**src/rtl/write_pointer_level_generate_pkg.sv**
```systemverilog
// rtl/write_pointer_level_generate_pkg.sv - shared FIFO pointer helpers (depth, Gray/binary conversion)
// Reused by both the write-side and read-side pointer blocks.
package write_pointer_level_generate_pkg;

  function automatic int fifo_depth(input int address_size);
    return 1 << address_size;
  endfunction

  function automatic logic [31:0] binary_to_gray(input logic [31:0] binary);
    return (binary >> 1) ^ binary;
  endfunction

  // Prefix XOR from the MSB down; zero-extended inputs convert correctly.
  function automatic logic [31:0] gray_to_binary_fn(input logic [31:0] gray);
    logic [31:0] binary;
    binary[31] = gray[31];
    for (int i = 30; i >= 0; i--) begin
      binary[i] = binary[i+1] ^ gray[i];
    end
    return binary;
  endfunction

endpackage

```
**src/rtl/write_pointer_level_generate_gray_to_binary.sv**
```systemverilog
// rtl/write_pointer_level_generate_gray_to_binary.sv - combinational Gray-to-binary converter
// Width-parametrised wrapper around the shared conversion function.
module gray_to_binary
  import write_pointer_level_generate_pkg::*;
#(
  parameter int WIDTH = 5
) (
  input  logic [WIDTH-1:0] gray,
  output logic [WIDTH-1:0] binary
);

  assign binary = WIDTH'(gray_to_binary_fn(32'(gray)));

endmodule

```
**src/rtl/write_pointer_level_generate.sv**
```systemverilog
// rtl/write_pointer_level_generate.sv - async FIFO write-side pointer, level and flag generation
// Registers the Gray write pointer and derives full/almost-full/level from the synchronised read pointer.
module write_pointer_level_generate
  import write_pointer_level_generate_pkg::*;
#(
  parameter int ADDRESS_SIZE      = 4,
  parameter int ALMOST_FULL_LEVEL = 12
) (
  input  logic                    write_clk,
  input  logic                    write_reset,
  input  logic                    write_inc,
  input  logic [ADDRESS_SIZE:0]   synchronized_read_pointer2,
  input  logic                    overflow_clear,
  output logic                    write_accept,
  output logic [ADDRESS_SIZE-1:0] write_address,
  output logic [ADDRESS_SIZE:0]   write_gray_pointer,
  output logic                    write_full,
  output logic                    write_almost_full,
  output logic [ADDRESS_SIZE:0]   write_level,
  output logic                    write_overflow
);

  localparam int DEPTH = fifo_depth(ADDRESS_SIZE);
  localparam int PW    = ADDRESS_SIZE + 1;
  localparam logic [PW-1:0] AF_LEVEL = PW'(ALMOST_FULL_LEVEL);

  generate
    if (ALMOST_FULL_LEVEL < 1 || ALMOST_FULL_LEVEL > DEPTH || ADDRESS_SIZE < 2) begin : g_bad_params
      $error("write_pointer_level_generate: ALMOST_FULL_LEVEL must be within 1..DEPTH");
    end
  endgenerate

  logic [PW-1:0] write_binary_count;
  logic [PW-1:0] binary_next;
  logic [PW-1:0] gray_next;
  logic [PW-1:0] read_binary;
  logic [PW-1:0] level_next;
  logic [PW-1:0] full_pattern;
  logic          full_next;
  logic          almost_full_next;

  gray_to_binary #(.WIDTH(PW)) u_read_g2b (
    .gray   (synchronized_read_pointer2),
    .binary (read_binary)
  );

  assign write_accept  = write_inc & ~write_full;
  assign write_address = write_binary_count[ADDRESS_SIZE-1:0];
  assign binary_next   = write_binary_count + {{ADDRESS_SIZE{1'b0}}, write_accept};
  assign gray_next     = PW'(binary_to_gray(32'(binary_next)));
  assign level_next    = binary_next - read_binary;

  // Full when the write pointer is exactly one lap ahead: Gray MSB pair inverted.
  assign full_pattern     = {~synchronized_read_pointer2[PW-1:PW-2], synchronized_read_pointer2[PW-3:0]};
  assign full_next        = (gray_next == full_pattern);
  assign almost_full_next = (level_next >= AF_LEVEL);

  always_ff @(posedge write_clk) begin
    if (write_reset) begin
      write_binary_count <= '0;
      write_gray_pointer <= '0;
      write_level        <= '0;
      write_full         <= 1'b0;
      write_almost_full  <= 1'b0;
      write_overflow     <= 1'b0;
    end else begin
      write_binary_count <= binary_next;
      write_gray_pointer <= gray_next;
      write_level        <= level_next;
      write_full         <= full_next;
      write_almost_full  <= almost_full_next;
      // A new overflow event beats a simultaneous clear.
      write_overflow     <= (write_inc & write_full) | (write_overflow & ~overflow_clear);
    end
  end

endmodule

```
**config.mk**
```make
export PLATFORM = sky130hd
export DESIGN_NAME = write_pointer_level_generate
export DESIGN_NICKNAME = d
export VERILOG_FILES = /design/src/rtl/write_pointer_level_generate_pkg.sv /design/src/rtl/write_pointer_level_generate_gray_to_binary.sv /design/src/rtl/write_pointer_level_generate.sv
export SDC_FILE = /design/constraint.sdc
export NUM_CORES = 1
export LEC_CHECK = 0
export CORE_MARGIN = 1.5
export CORE_UTILIZATION = 48
export CTS_CLUSTER_SIZE = 16
export DETAILED_ROUTE_END_ITERATION = 7
export PLACE_DENSITY = 0.82
export SETUP_SLACK_MARGIN = 0.05
export SKIP_LAST_GASP = 1
export SYNTH_ARGS = -nofsm -noshare
export SYNTH_HDL_FRONTEND = slang
export SYNTH_SLANG_ARGS = --single-unit
```
**constraint.sdc**
```tcl
create_clock -name write_clk -period 6.2 [get_ports write_clk]
set_input_delay 0.62 -clock write_clk [delete_from_list [all_inputs] [get_ports write_clk]]
set_output_delay 0.62 -clock write_clk [all_outputs]
set_load 0.01 [all_outputs]
```
# Yosys cells after proc, flatten, opt, wreduce, memory -nomap -nowiden
# Cells that the tools add are included.
word_totals:
  regBits: 18
  input_bits: 9
  elab_cells: 22
  out_inout_bits: 18
op_classes:
  magnitude_cmp: 1
  n_bitwise: 12
  addsub: 2
  n_eq_ne: 1
ops:
  columns: ["operator", "count"]
  rows:
  - ["adder 5 x 1 -> 5 bit", 1]
  - ["equality test 5 bit", 1]
  - ["greater-or-equal comparator 5 x 4 -> 1 bit, second input constant", 1]
  - ["subtractor 5 bit", 1]
  - ["bitwise XOR 4 x 5 -> 5 bit", 1]
  - ["bitwise XOR 1 bit", 4]
  - ["AND 1 bit", 3]
  - ["inverter 1 bit", 2]
  - ["inverter 2 bit", 1]
  - ["OR 1 bit", 1]

# Logic depth before layout (Yosys ltp)
# Gate-level depths: netlist of the first run.
depth:
  depth_word: 6
  mapped_depth: 11
  depth_no_buf: 11

# Cells and area by module
# From an unflattened synthesis of the first run, not the netlist that was laid out.
unflattened:
  hier_cells: 84
  hier_area_um2: 853.3
modules_own_cells:
  columns: ["module", "n_inst", "area_per_inst_um2", "seq_area_each_um2", "cells_per_inst"]
  rows:
  - ["write_pointer_level_generate", 1, 780.7, 340.3, 78]
  - ["gray_to_binary", 1, 72.6, 0.0, 6]

# Worst setup path after synthesis of the first run
# Ideal clock, no wire load.
synth_path:
  kind: "input to register"
  startpoint: "input synchronized_read_pointer2[4]"
  endpoint: "register write_almost_full"
  arrival_time_ns: 2.714
  path_buffers: 0
  setup_time_ns: 0.114
  required_ns: 6.086
  path_slack_ns: 3.373
  stages: 11
  cell_sequence: "xnor2_1 -> xor2_1 -> xor2_1 -> xnor2_1 -> ha_1 -> fa_1 -> nand2b_1 -> o2bb2ai_1 -> xnor3_1 -> nor2b_4 -> a21o_1"
synth_between:
  elab_chain_cells: 6
synth_lines:
  columns: ["element", "line", "rtl"]
  rows:
  - ["start: declaration", "write_pointer_level_generate.sv:12", "input logic [ADDRESS_SIZE:0] synchronized_read_pointer2,"]
  - ["bitwise XOR 1 bit (4 in a row)", "write_pointer_level_generate_pkg.sv:18", "binary[i] = binary[i+1] ^ gray[i];"]
  - ["subtractor 5 bit *", "write_pointer_level_generate.sv:51", "assign level_next = binary_next - read_binary;"]
  - ["greater-or-equal comparator 5 x 4 -> 1 bit *", "write_pointer_level_generate.sv:56", "assign almost_full_next = (level_next >= AF_LEVEL);"]
  - ["end signal: assignment", "write_pointer_level_generate.sv:71", "write_almost_full <= almost_full_next;"]
  - ["end: declaration", "write_pointer_level_generate.sv:18", "output logic write_almost_full,"]
# Every way passes the cells marked *; elsewhere a longest branch is shown, timed or not.
# A chain may end at the register's enable or synchronous reset.

# Worst setup path after layout of the first run
# Same ends and word-level chain as after synthesis.

==> results of run 1 <==
-- power groups by stage --
stage               Combinational [mW]  Clock [mW]  Sequential [mW]
floorplan                       0.0500           0            0.137
global placement                0.0976           0            0.129
detailed placement              0.0986           0            0.129
CTS                             0.0993      0.0619            0.127
global route                     0.108      0.0639            0.128
finish                          0.0973      0.0595            0.127
-- metrics by stage --
step / cells / area [um2] / hold WS [ns] / power [mW] / util
CTS: 135 / 1170 / 0.486 / 0.288 / 0.686
detailed placement: 131 / 1140 / 0.472 / 0.228 / 0.670
floorplan: 81 / 856 / 0.483 / 0.187 / -
finish: 135 / 1170 / 0.480 / 0.283 / 0.686
global placement: 131 / 1140 / 0.459 / 0.227 / 0.670
global route: 135 / 1170 / 0.519 / 0.299 / 0.686
-- final timing paths --
kind                                 startpoint                end  slack, ns  cells after the start
setup / recovery  synchronized_read_pointer2[4]  write_almost_full       3.00                     12
hold / removal                   write_overflow     write_overflow       0.48                      2
setup reg to reg                     write_full  write_almost_full       3.76                     10
hold reg to reg                  write_overflow     write_overflow       0.48                      2
-- state kept, by name (all words and copies together) (netlist names) --
name	flops
write_almost_full	1
write_binary_count	4
write_full	1
write_gray_pointer	5
write_level	5
write_overflow	1
-- cell usage in the layout, fill, tap and decap left out, drive strengths merged --
cell,n
clkdlybuf4s50,26
dfxtp,17
nand2,1
inv,5
fa,1
o221a,1
clkinv,1
and3,2
nand2b,2
xnor2,9
nor2,13
o2bb2ai,1
a21o,2
nor2b,4
xnor3,1
clkbuf,3
xor2,9
ha,6
a21oi,2
nand3,2
nor3,2
-- metal layers --
layer | wire length, um | track usage | share of wire
met1 | 606 | 0.178 | 0.44
met2 | 706 | 0.269 | 0.51
met3 | 50 | 0.0400 | 0.036
met4 | 12 | 0.0882 | 0.0087
met5 | 0 | 0 | 0
-- critical path, cell delays in order --
cell and delay, ns:
sky130_fd_sc_hd__clkdlybuf4s50_1 0.47, sky130_fd_sc_hd__xnor2_1 0.26, sky130_fd_sc_hd__xor2_1 0.25, sky130_fd_sc_hd__xor2_1 0.28, sky130_fd_sc_hd__xnor2_1 0.12, sky130_fd_sc_hd__ha_1 0.22, sky130_fd_sc_hd__fa_1 0.43, sky130_fd_sc_hd__nand2b_1 0.16
sky130_fd_sc_hd__o2bb2ai_1 0.13, sky130_fd_sc_hd__xnor3_1 0.17, sky130_fd_sc_hd__nor2b_4 0.13, sky130_fd_sc_hd__a21o_1 0.16
-- layout make-up --
cell class,count,area share
clock buffers,3,0.0192
clock inverters,1,0.00427
flip-flops and latches,17,0.291
multi-input cells,58,0.421
repair buffers,26,0.222
inverters,5,0.0160
well taps,25,0.0267
-- kinds of logic after synthesis --
group                    count (synthesis)  share of synthesized area
AO/OA/AOI/OAI                            6                     0.0526
XOR/XNOR                                19                      0.254
adder cells (fa/ha/maj)                  7                      0.111
buffers and inverters                    6                     0.0263
flip-flops                              17                      0.398
AND/OR/NAND/NOR                         26                      0.158
==> summary.txt, run 1 <==
STA
  • Max transition margin: 0.591
  • Worst-Margin Slew: 0.612 ns
  • Max Clock Freq: 313 MHz
  • Final TNS setup: 0 ns
  • Number of hold violations in the final report: 0
  • Portion of the clock cycle consumed by the worst path in the final layout: 0.516
  • Number of max-slew violations in the final report: 0
  • Final setup vio count: 0
  • Fin Clk Skew: 0.00231 ns
  • Final min period: 3.20 ns
  • RSZ-0062 raised after global routing: false
  • PnR worst setup slack: 3.00 ns

Detailed routing
  • Antenna-violating nets left: 0
  • Count of unresolved DRC violations after routing: 0
  • Routed length per placed instance: 10.2 um
  • DR pass1 iterations: 2
  • Drt via density: 4.56
  • WL final: 1.38 mm
  • Number of DRC markers in iteration 0: 6
  • DR vias: 615

Yosys
  • Synthesized Nets: 97
  • Count of cell types in the netlist: 22
  • Leading cell types by total area after synthesis: sky130_fd_sc_hd__dfxtp_1, sky130_fd_sc_hd__xnor2_1, sky130_fd_sc_hd__ha_1, sky130_fd_sc_hd__xor2_1, sky130_fd_sc_hd__xor2_4
  • Synthesis Warnings: 0
  • Register bit total from synthesis: 17
  • Post-synth ARST share: 0
  • Cell area after synthesis: 856 um2
  • Main flop type after synthesis: sky130_fd_sc_hd__dfxtp_1
  • Mapped Avg Cell Area: 10.6 um2
  • Most instantiated library cell after synthesis: sky130_fd_sc_hd__dfxtp_1
  • Seq/Total Area, Yosys: 0.398
  • Post-synth EDFFs: 0
  • Top cells by count, synth: sky130_fd_sc_hd__dfxtp_1, sky130_fd_sc_hd__nor2_1, sky130_fd_sc_hd__xnor2_1, sky130_fd_sc_hd__xor2_1, sky130_fd_sc_hd__ha_1
  • Synthesized instance count: 81
  • Share of the synthesized area in the top cell type: 0.398
  • Synth area leader: sky130_fd_sc_hd__dfxtp_1

Global routing
  • Global-route wire length before repair: 2.26 mm
  • Number of antenna violations at the first check in global routing: 0
  • Overall track demand over capacity in global routing: 0.158
  • Pin count of the biggest net entering global routing: 17
  • Via count of the first global-routing pass: 553
  • Total congestion overflow after global routing: 0

Cells and area
  • Antenna Diode Count: 0
  • Area growth from synthesis to layout: 36.8%
  • Layout cells sized above 1: 0.0727
  • Register area: 340 um2
  • Area occupied by multi-input gates: 493 um2
  • Final-stage net count: 127
  • Total of fill cells in the finished design: 137

Clocking
  • CTS tree: built
  • Source-to-sink clock delay at the later pin of the worst-skew pair: 0.29 ns
  • Post-CTS Setup Inserts: 0
  • Clock-pin transition on the worst setup and hold timing paths: 0.10 ns
  • Inserted Clock Buffers: 3
  • Clk buf depth: 2
  • CTS Hold Buffers Added: 0
  • Clk Tree Root Cell: sky130_fd_sc_hd__clkbuf_4
  • Total number of H-tree levels: 1
  • Number of clock sinks seen by CTS: 17
  • Number of resized instances in the post-cts repair step: 0

Placed design
  • HPWL after detailed placement: 1.11 mm
  • Routability cong.: 0.757
  • Port Buf Inserts: 26
  • DP Worst Slack: 2.66 ns

Power
  • Pleak: 0.508 nW
  • Fraction of power consumed by combinational cells: 0.343
  • Cell-internal power: 202 uW
  • Register share of total power: 0.447
  • IR Drop Worst-Case VDD: 0.156 mV
  • Clk network pwr share: 0.210
  • Power dissipated by switching net loads: 81.2 uW
  • Power density over the cells: 242 nW/um2
  • Proportion of total power due to net switching: 0.286

Setup path
  • CP Launch Type: input port
  • Critical path fanouts, max: 3
  • Kind of end point of the critical path: register
  • Data arrival time at the worst-slack endpoint: 3.39 ns
  • Required arrival time at the worst endpoint: 6.39 ns
  • Start-to-end type of the worst setup path: in2reg

Floorplan
  • Top-Level Pins: 27
  • Initial cell density of the core: 0.501
  • Core region area: 1710 um2
  • Die boundary width: 45.2 um
  • Die Outline Area: 2050 um2
  • Die height: 45.2 um
  • Number of rows in the core area: 15

Outcome
  • Result of the run: finished clean

Hold path
  • Hold crit path type: reg2reg

Job
  • Max cap viols: 0
Power figures use the tool's default switching activity.
==> run 2: changes to the inputs <==
- CORE_ASPECT_RATIO: not set -> 1.4
- CORE_UTILIZATION: 48 -> 44
- PLACE_DENSITY: 0.82 -> 0.76
- clock period: 6.2 -> 3.2 ns (I/O delays scaled with it)
==> run 2 against run 1 <==
  * Wire length increased by 11%
  * Die area increased by 8.7%
  * Flip-flop and latch count unchanged
  * Clock-buffer cell count increased by 1
  * Highest routed layer unchanged
  * Setup slack got worse by 2.7 ns
  * Sequential share of layout area decreased by 0.37 points
  * Utilization decreased by 2.7 points
  * Clock skew increased by 0.0026 ns
==> summary.txt, run 2 (same netlist as run 1, synthesis figures left out) <==
Setup path
  • Data arrival time at the worst-slack endpoint: 3.07 ns
  • CP Launch Type: input port
  • Reg2reg path depth: 10
  • Kind of end point of the critical path: register
  • Reg-to-reg startpoint: write_full
  • Required arrival time at the worst endpoint: 3.40 ns
  • Endpoint of the worst-slack reg-to-reg timing path: write_almost_full
  • Critical path fanouts, max: 3
  • R2r setup slk: 0.71 ns
  • Start-to-end type of the worst setup path: in2reg

Job
  • Max cap viols: 0

Global routing
  • Via count of the first global-routing pass: 665
  • Pin count of the biggest net entering global routing: 17
  • GR Util met1: 0.186
  • Total congestion overflow after global routing: 0
  • Most used routing layer: met2
  • Number of antenna violations at the first check in global routing: 0
  • Global-route wire length before repair: 2.62 mm
  • Met3 track utilization from global routing: 0.0400
  • Overall track demand over capacity in global routing: 0.178
  • M2 GR Usage: 0.315

Detailed routing
  • WL final: 1.52 mm
  • Number of DRC markers in iteration 0: 0
  • DR vias: 637
  • DR pass1 iterations: 1
  • Count of unresolved DRC violations after routing: 0
  • Routed length per placed instance: 11.4 um
  • Drt via density: 4.79
  • Antenna-violating nets left: 0

Clocking
  • Inserted Clock Buffers: 3
  • Total number of H-tree levels: 1
  • Post-CTS Setup Inserts: 0
  • Clk buf depth: 2
  • Source-to-sink clock delay at the later pin of the worst-skew pair: 0.29 ns
  • Number of resized instances in the post-cts repair step: 0
  • Clk Tree Root Cell: sky130_fd_sc_hd__clkbuf_4
  • Number of clock sinks seen by CTS: 17
  • Clock-pin transition on the worst setup and hold timing paths: 0.10 ns
  • CTS tree: built
  • CTS Hold Buffers Added: 0

Floorplan
  • Die boundary width: 40.3 um
  • Initial cell density of the core: 0.475
  • Number of rows in the core area: 18
  • Die height: 55.2 um
  • Top-Level Pins: 27
  • Core region area: 1800 um2
  • Die Outline Area: 2220 um2

STA
  • Portion of the clock cycle consumed by the worst path in the final layout: 0.897
  • Max Clock Freq: 348 MHz
  • Fin Clk Skew: 0.00492 ns
  • PnR worst setup slack: 0.330 ns
  • Final setup vio count: 0
  • Number of max-slew violations in the final report: 0
  • RSZ-0062 raised after global routing: false
  • Final min period: 2.87 ns
  • Number of hold violations in the final report: 0
  • Worst-Margin Slew: 0.633 ns
  • Max transition margin: 0.577

Power
  • Fraction of power consumed by combinational cells: 0.353
  • Clk network pwr share: 0.205
  • Power dissipated by switching net loads: 158 uW
  • Register share of total power: 0.442
  • Pleak: 0.519 nW
  • IR Drop Worst-Case VDD: 0.356 mV
  • Cell-internal power: 398 uW
  • Proportion of total power due to net switching: 0.284
  • Overall power: 556 uW
  • Power density over the cells: 468 nW/um2

Cells and area
  • Antenna Diode Count: 0
  • Layout cells sized above 1: 0.0885
  • Commonest non-fill, non-tap cells in the layout: sky130_fd_sc_hd__clkdlybuf4s50_1, sky130_fd_sc_hd__dfxtp_1, sky130_fd_sc_hd__nor2_1
  • Area growth from synthesis to layout: 38.6%
  • Core utilization of the finished layout: 0.658
  • Top Registers: write_gray_pointer: 5 flops, write_level: 5 flops, write_binary_count: 4 flops
  • Most common cell after layout, fill and taps aside: sky130_fd_sc_hd__clkdlybuf4s50_1
  • Final-stage net count: 130
  • Total of fill cells in the finished design: 161

Placed design
  • DP Worst Slack: -0.0185 ns
  • Port Buf Inserts: 26
  • Routability cong.: 0.772
  • HPWL after detailed placement: 1.23 mm

Hold path
  • Worst-case hold path end point: write_overflow
  • Hold Path Origin: write_overflow
  • Hold crit path type: reg2reg
  • Hold Path Stages: 2

Outcome
  • Result of the run: finished clean
[run 2: changes by cell type in the layout (fill, tap and decap cells not counted)]
cell,before,now
sky130_fd_sc_hd__clkbuf_1,0,1
sky130_fd_sc_hd__buf_4,0,3
sky130_fd_sc_hd__clkinv_2,1,0
[run 2: worst max-delay path, stage by stage]
cell and delay [ns]:
sky130_fd_sc_hd__clkdlybuf4s50_1 0.46, sky130_fd_sc_hd__xnor2_1 0.26, sky130_fd_sc_hd__xor2_1 0.24, sky130_fd_sc_hd__xor2_1 0.25, sky130_fd_sc_hd__xnor2_1 0.10, sky130_fd_sc_hd__ha_1 0.21, sky130_fd_sc_hd__fa_1 0.43, sky130_fd_sc_hd__nand2b_1 0.16
sky130_fd_sc_hd__o2bb2ai_1 0.14, sky130_fd_sc_hd__xnor3_1 0.19, sky130_fd_sc_hd__nor2b_4 0.14, sky130_fd_sc_hd__a21o_1 0.16
[run 2: power by group through the flow]
| stage | sequential [mW] | combinational, mW | clock (mW) |
|---|---|---|---|
| floorplan | 0.265 | 0.0968 | 0 |
| global route | 0.249 | 0.218 | 0.128 |
| finish | 0.246 | 0.196 | 0.114 |
| detailed placement | 0.251 | 0.199 | 0 |
| global placement | 0.250 | 0.197 | 0 |
| CTS | 0.246 | 0.200 | 0.117 |
[run 2: worst max-delay path by stage]
stage,from,to,slack [ns],cells past startpoint
detailed placement,synchronized_read_pointer2[4],write_almost_full,-0.02,12
finish,synchronized_read_pointer2[4],write_almost_full,0.33,12
global route,synchronized_read_pointer2[4],write_almost_full,0.05,12
global placement,synchronized_read_pointer2[4],write_almost_full,0.07,12
floorplan,synchronized_read_pointer2[4],write_almost_full,0.67,11
CTS,synchronized_read_pointer2[4],write_almost_full,0.29,12
[run 2: layout make-up]
cell class              count  area, um2  share of cell area
multi-input cells          58        493               0.416
well taps                  20       25.0              0.0211
repair buffers             29        283               0.238
inverters                   5       18.8              0.0158
flip-flops and latches     17        340               0.287
clock buffers               4       26.3              0.0222
[run 2: per-stage QoR]
stage               setup TNS [ns]  instance area, um2  hold WS [ns]  instances
floorplan                        0                 856         0.388         81
global placement                 0                1160         0.456        129
detailed placement         -0.0185                1160         0.477        129
CTS                              0                1190         0.490        133
global route                     0                1190         0.528        133
finish                           0                1190         0.485        133
[run 2: per-layer routing]
metal  vias to the layer above  routed length [um]
li1                        323                   -
met1                       291                 622
met2                        19                 807
met3                         4                  70
met4                         0                  22
met5                         -                   0
